[src/rtl/mem_xfer_pkg.sv]
// Shared definitions for the memory transfer / memory stream blocks:
// FSM state encoding, default widths and the data offset used by the transfer path.
package mem_xfer_pkg;

  typedef enum logic [1:0] {
    ST_IDLE = 2'd0,
    ST_RUN  = 2'd1,
    ST_FIN  = 2'd2
  } state_e;

  localparam int ADDR_W_DEF = 10;
  localparam int DATA_W_DEF = 8;

  // The transfer path adds this to every word it writes.
  localparam int OFFSET = 42;

endpackage

[src/rtl/mem_stream_skid.sv]
// Two-entry FIFO holding RAM read data until the downstream consumer accepts it.
module mem_stream_skid #(
  parameter int DATA_W = 8
) (
  input  logic              clk,
  input  logic              reset,
  input  logic              push,
  input  logic [DATA_W-1:0] din,
  input  logic              pop,
  output logic [DATA_W-1:0] dout,
  output logic              empty,
  output logic              full,
  output logic [1:0]        count
);

  logic [DATA_W-1:0] entry_q [2];
  logic [DATA_W-1:0] entry_d [2];
  logic              rd_ptr_q, rd_ptr_d;
  logic              wr_ptr_q, wr_ptr_d;
  logic [1:0]        count_q, count_d;
  logic              do_push_s, do_pop_s;

  assign empty = (count_q == 2'd0);
  assign full  = (count_q == 2'd2);
  assign count = count_q;
  assign dout  = entry_q[rd_ptr_q];

  assign do_pop_s  = pop && !empty;
  assign do_push_s = push && (!full || do_pop_s);

  // Pointer, storage and occupancy update.
  always_comb begin
    entry_d  = entry_q;
    rd_ptr_d = rd_ptr_q;
    wr_ptr_d = wr_ptr_q;
    count_d  = count_q;
    if (do_push_s) begin
      entry_d[wr_ptr_q] = din;
      wr_ptr_d          = ~wr_ptr_q;
    end else begin
      wr_ptr_d = wr_ptr_q;
    end
    if (do_pop_s) begin
      rd_ptr_d = ~rd_ptr_q;
    end else begin
      rd_ptr_d = rd_ptr_q;
    end
    case ({do_push_s, do_pop_s})
      2'b10:   count_d = count_q + 2'd1;
      2'b01:   count_d = count_q - 2'd1;
      default: count_d = count_q;
    endcase
  end

  // Buffer state registers.
  always_ff @(posedge clk or posedge reset) begin
    if (reset) begin
      entry_q[0] <= {DATA_W{1'b0}};
      entry_q[1] <= {DATA_W{1'b0}};
      rd_ptr_q   <= 1'b0;
      wr_ptr_q   <= 1'b0;
      count_q    <= 2'd0;
    end else begin
      entry_q    <= entry_d;
      rd_ptr_q   <= rd_ptr_d;
      wr_ptr_q   <= wr_ptr_d;
      count_q    <= count_d;
    end
  end

  mem_stream_skid_chk u_chk (
    .clk   (clk),
    .reset (reset),
    .push  (push),
    .full  (full)
  );

endmodule

[src/rtl/mem_stream_skid_chk.sv]
// Simulation checks for the two-entry stream buffer.
module mem_stream_skid_chk (
  input logic clk,
  input logic reset,
  input logic push,
  input logic full
);

  // The read-issue rule guarantees a slot for every word in flight.
  a_no_push_full: assert property (@(posedge clk) disable iff (reset) !(push && full));

endmodule

[src/rtl/mem_stream_out.sv]
// Drains a block of a 1-cycle-latency RAM onto a valid/ready byte stream with a last marker.
// Define MEMSTREAM_UNDO_OFFSET_EN to subtract the transfer-path OFFSET from every emitted word.
module mem_stream_out
  import mem_xfer_pkg::*;
#(
  parameter int ADDR_W = ADDR_W_DEF,
  parameter int DATA_W = DATA_W_DEF
) (
  input  logic              clk,
  input  logic              reset,
  input  logic              start,
  input  logic [ADDR_W-1:0] start_addr,
  input  logic [ADDR_W:0]   len,
  output logic [ADDR_W-1:0] mem_addr,
  output logic              mem_re,
  input  logic [DATA_W-1:0] mem_din,
  output logic [DATA_W-1:0] out_data,
  output logic              out_valid,
  input  logic              out_ready,
  output logic              out_last,
  output logic              busy,
  output logic              done
);

  localparam logic [ADDR_W:0]   CNT_ZERO  = {(ADDR_W+1){1'b0}};
  localparam logic [ADDR_W:0]   CNT_ONE   = {{ADDR_W{1'b0}}, 1'b1};
  localparam logic [ADDR_W-1:0] ADDR_ONE  = {{(ADDR_W-1){1'b0}}, 1'b1};

  state_e            state_q, state_d;
  logic [ADDR_W-1:0] addr_q, addr_d;
  logic [ADDR_W:0]   len_q, len_d;
  logic [ADDR_W:0]   issued_q, issued_d;
  logic [ADDR_W:0]   sent_q, sent_d;
  logic              inflight_q, inflight_d;

  logic [DATA_W-1:0] head_s;
  logic              empty_s, full_s;
  logic [1:0]        count_s;
  logic              fire_s, last_s, mem_re_s;
  logic [2:0]        occ_after_s;

  mem_stream_skid #(.DATA_W(DATA_W)) u_skid (
    .clk   (clk),
    .reset (reset),
    .push  (inflight_q),
    .din   (mem_din),
    .pop   (fire_s),
    .dout  (head_s),
    .empty (empty_s),
    .full  (full_s),
    .count (count_s)
  );

  assign fire_s = !empty_s && out_ready;
  assign last_s = (sent_q == (len_q - CNT_ONE));

  // Occupancy after this cycle's pop plus the word still coming back from the RAM;
  // crediting the pop lets a steady stream run at one beat per cycle.
  assign occ_after_s = {1'b0, count_s} + {2'b00, inflight_q} - {2'b00, fire_s};
  assign mem_re_s    = (state_q == ST_RUN) && (issued_q < len_q) &&
                       (occ_after_s < 3'd2) && !full_s;

  assign mem_addr  = addr_q;
  assign mem_re    = mem_re_s;
  assign out_valid = !empty_s;
  assign out_last  = !empty_s && last_s;
  assign busy      = (state_q == ST_RUN);
  assign done      = (state_q == ST_FIN);

`ifdef MEMSTREAM_UNDO_OFFSET_EN
  assign out_data = head_s - DATA_W'(OFFSET);
`else
  assign out_data = head_s;
`endif

  // Next-state, address and counter logic.
  always_comb begin
    state_d    = state_q;
    addr_d     = addr_q;
    len_d      = len_q;
    issued_d   = issued_q;
    sent_d     = sent_q;
    inflight_d = mem_re_s;
    case (state_q)
      ST_IDLE: begin
        if (start) begin
          if (len != CNT_ZERO) begin
            state_d  = ST_RUN;
            addr_d   = start_addr;
            len_d    = len;
            issued_d = CNT_ZERO;
            sent_d   = CNT_ZERO;
          end else begin
            state_d  = ST_FIN;
          end
        end else begin
          state_d = ST_IDLE;
        end
      end
      ST_RUN: begin
        if (mem_re_s) begin
          addr_d   = addr_q + ADDR_ONE;
          issued_d = issued_q + CNT_ONE;
        end else begin
          addr_d   = addr_q;
          issued_d = issued_q;
        end
        if (fire_s) begin
          sent_d  = sent_q + CNT_ONE;
          state_d = last_s ? ST_FIN : ST_RUN;
        end else begin
          sent_d  = sent_q;
          state_d = ST_RUN;
        end
      end
      ST_FIN: begin
        state_d = ST_IDLE;
      end
      default: begin
        state_d = ST_IDLE;
      end
    endcase
  end

  // Control registers; reset abandons any block in progress.
  always_ff @(posedge clk or posedge reset) begin
    if (reset) begin
      state_q    <= ST_IDLE;
      addr_q     <= {ADDR_W{1'b0}};
      len_q      <= CNT_ZERO;
      issued_q   <= CNT_ZERO;
      sent_q     <= CNT_ZERO;
      inflight_q <= 1'b0;
    end else begin
      state_q    <= state_d;
      addr_q     <= addr_d;
      len_q      <= len_d;
      issued_q   <= issued_d;
      sent_q     <= sent_d;
      inflight_q <= inflight_d;
    end
  end

endmodule

[config.mk]
export PLATFORM = sky130hd
export DESIGN_NAME = mem_stream_out
export DESIGN_NICKNAME = d
export VERILOG_FILES = /design/src/rtl/mem_xfer_pkg.sv /design/src/rtl/mem_stream_skid.sv /design/src/rtl/mem_stream_skid_chk.sv /design/src/rtl/mem_stream_out.sv
export SDC_FILE = /design/constraint.sdc
export NUM_CORES = 1
export LEC_CHECK = 0
export ABC_AREA = 1
export BUFFER_PORTS_ARGS = -buffer_cell sky130_fd_sc_hd__buf_2
export CORE_MARGIN = 2
export CORE_UTILIZATION = 58
export DETAILED_ROUTE_END_ITERATION = 8
export GPL_TIMING_DRIVEN = 0
export HOLD_SLACK_MARGIN = 0.06
export MAX_ROUTING_LAYER = met4
export PLACE_DENSITY = 0.91
export SLEW_MARGIN = 20
export SYNTH_ARGS = -nofsm -noshare
export SYNTH_HDL_FRONTEND = slang
export SYNTH_SLANG_ARGS = --single-unit
export TNS_END_PERCENT = 20
[constraint.sdc]
create_clock -name clk -period 3.2 [get_ports clk]
set_input_delay 0.64 -clock clk [delete_from_list [all_inputs] [get_ports clk]]
set_output_delay 0.64 -clock clk [all_outputs]
set_load 0.1 [all_outputs]
==> run summary <==
result of the run - finished with violations
violations in the final reports - setup timing
clock transition at the registers of the reported paths - 90 ps
data arrival time at the worst-slack endpoint - 2610 ps
RePlAce Congestion - 0.921
count of buffers from port buffering - 55
largest clock skew in the final design - 11.4 ps
most frequent cells in the layout - sky130_fd_sc_hd__nand2_1, sky130_fd_sc_hd__dfrtp_1, sky130_fd_sc_hd__nand3_1
period utilisation layout - 101%
final HPWL from detailed placement - 7.85 mm
initial antenna violation count - 0
DIE AREA - 8080 um2
Placeable Area - 7210 um2
Num Clock Sinks - 66
Synth Net Count - 627
count of endpoints failing hold in the final timing report - 0
Setup crit end kind - output pin
sequential fraction of the synthesis area - 38.6%
vias in the first global route - 4,171
syn_area_per_cell - 7.41 um2
clk root buf - sky130_fd_sc_hd__clkbuf_8
Yosys warning count - 0
y dimension of the die - 89.9 um
count of cell types in the netlist - 39
type of the worst min-delay path - input port to asynchronous set/reset pin
floorplan row count - 31
initial core utilization - 59.3%
Antenna Nets Post-Route - 0
Remaining DRCs - 0
synthesized netlist cell count - 577
share of final-layout standard cells stronger than drive strength 1 - 21.0%
total non-filler cell area in the finished layout - 5080 um2
DR vias - 4,318
maximum level of the CTS H-tree - 3
Total GRT Usage - 29.8%
Max Cap Violations - 0
time the worst path needs with I/O delays and setup - 3250 ps
peak ir drop on the vdd network - 1120 uV
unrepaired setup endpoints after global routing - yes
CP startpoint kind - flop
highest attainable clock frequency - 308 MHz
Die Wd - 89.9 um
count of TritonRoute iterations in the first routing pass - 6
CTS buffer count - 9
global-route wire length before repair - 19.1 mm
number of hold buffers added after CTS - 0
Lkg Pwr - 2.62 nW
total power density per cell area - 1140 nW/um2
slack of the critical path - -45.4 ps
most common cell after layout, fill and taps aside - sky130_fd_sc_hd__nand2_1
required time at the worst-slack endpoint - 2560 ps
deepest clock path buffer count - 2
setup TNS - -45.4 ps
count of pins on the block boundary - 56
Wirelength per Cell - 15.0 um
Total Nets Final - 708
transition time at the pin with the least slew margin - 645 ps
met3 routed WL - 855 um
overflow left after global routing - 0
synthesized flop and latch total - 66
combined area of all synthesized cells - 4280 um2
met1 layer wirelength in the final routing - 4.59 mm
maximum number of pins on one net before global-route repair - 36
Clock Latency Late Sink - 370 ps
highest metal layer with signal wires - met4
maximum fanout encountered on the critical timing path - 2
CTS tree - done
initial drt markers - 331
Final Max Tran Viols - 0
via density per instance - 5.67
total of endpoints with negative setup slack in the final report - 1
sum of met2 wire segment lengths after detailed routing - 5.69 mm
final-layout worst hold slack - 259 ps
worst-case headroom to the max-slew limit - 57.0%
wire length reported by the detailed router - 11.5 mm
instance area after placement - 4710 um2
number of diodes - 0
category of the critical setup timing path - flop to output pin
area overhead of the layout relative to synthesis - 18.7%
==> synthesized netlist by cell type (all sizes together) <==
library cell,instances,area share (%)
a211oi,1,0.18
a21boi,1,0.26
a21o,1,0.18
a21oi,11,1.3
a31oi,2,0.29
and3b,1,0.20
buf,11,2.1
clkbuf,6,0.53
dfrtp,66,39
fa,1,0.47
ha,16,4.7
inv,56,4.9
mux2,8,2.1
nand2,189,17
nand3,62,7.4
nand3b,1,0.18
nand4,12,1.8
nor2,47,4.1
nor3,11,1.3
nor3b,1,0.18
nor4,4,0.73
o21ai,38,5.1
o31ai,1,0.18
or2,3,0.44
or3,1,0.15
xnor2,12,2.5
xor2,14,2.9
==> timing repair <==
item | CTS | global route
cloned | 0 | 0
pin swaps | 4 | 4
endpoints found under the setup margin | 1 | 2
gates resized for setup | 15 | 2
buffers inserted | 9 | 5
==> layer usage <==
| metal | track usage, % | vias up |
|---|---|---|
| met5 | - | - |
| met4 | 10.9 | 0 |
| met3 | 5.03 | 36 |
| met2 | 50.4 | 214 |
| met1 | 36.2 | 2031 |
| li1 | - | 2037 |
==> path summary, 6_finish.rpt <==
kind	from	cells after the start	slack [ps]	end
max	u_skid.count[1]	14	-50	mem_re
min	reset	2	260	u_skid.entry_q[7]
max reg2reg	u_skid.count[1]	19	410	mem_addr[1]
min reg2reg	u_skid.entry_q[2]	2	490	u_skid.entry_q[2]
max in group asynchronous	reset	3	2400	len_q[6]
min in group clk	u_skid.entry_q[2]	2	490	u_skid.entry_q[2]
==> cell families after synthesis <==
group	Yosys count	share of synthesized area, %
AND/OR/NAND/NOR	332	33.8
buffers and inverters	73	7.52
flip-flops	66	38.6
AO/OA/AOI/OAI	55	7.52
XOR/XNOR	26	5.32
adder cells (fa/ha/maj)	17	5.15
multiplexers	8	2.11
==> power breakdown <==
group	total (W)	internal, W	leakage [nW]	switching (W)
logic	0.00361	0.00109	1.68	0.00252
registers	0.00145	0.00114	0.842	0.000313
clock network	0.000728	0.000365	0.0962	0.000363
total	0.00579	0.00259	2.62	0.00319
==> flip-flops by register name, indices dropped and copies added (netlist names), 2 cells and up <==
register and cells:
issued_q 11, len_q 11, sent_q 11, mem_addr 10, u_skid.entry_q 16, state_q 2, u_skid.count 2
==> critical path, cell delays in order (launching register included) <==
cell                         delay [ps]
sky130_fd_sc_hd__dfrtp_1            410
sky130_fd_sc_hd__inv_2              120
sky130_fd_sc_hd__nand2_8             70
sky130_fd_sc_hd__nand2_8             70
sky130_fd_sc_hd__inv_6               30
sky130_fd_sc_hd__ha_4               200
sky130_fd_sc_hd__inv_2               50
sky130_fd_sc_hd__nand2_2             40
sky130_fd_sc_hd__fa_2               520
sky130_fd_sc_hd__nor3b_2            160
sky130_fd_sc_hd__nand3_1             90
sky130_fd_sc_hd__nor2_1             130
sky130_fd_sc_hd__nand2_2             90
sky130_fd_sc_hd__clkinvlp_4         100
sky130_fd_sc_hd__buf_12             170
==> layout make-up <==
cell class / count / area (um2)
clock inverter: 7 / 76.3
timing repair buffer: 70 / 418
inverter: 56 / 221
sequential: 66 / 1650
buffer: 17 / 111
tap: 99 / 124
multi-input combinational: 438 / 2350
fill: 553 / 2140
clock buffer: 9 / 124
==> per-stage QoR <==
stage	total power, W	setup slack [ps]	util [%]	cells
5_1_grt	0.00616	-143	70.4	762
2_1_floorplan	0.00408	5.51	-	577
6_report	0.00579	-45.4	70.4	762
3_3_place_gp	0.00460	-354	65.0	731
3_5_place_dp	0.00473	-422	65.3	732
4_1_cts	0.00564	-68.1	69.8	757
Power figures use the tool's default switching activity.
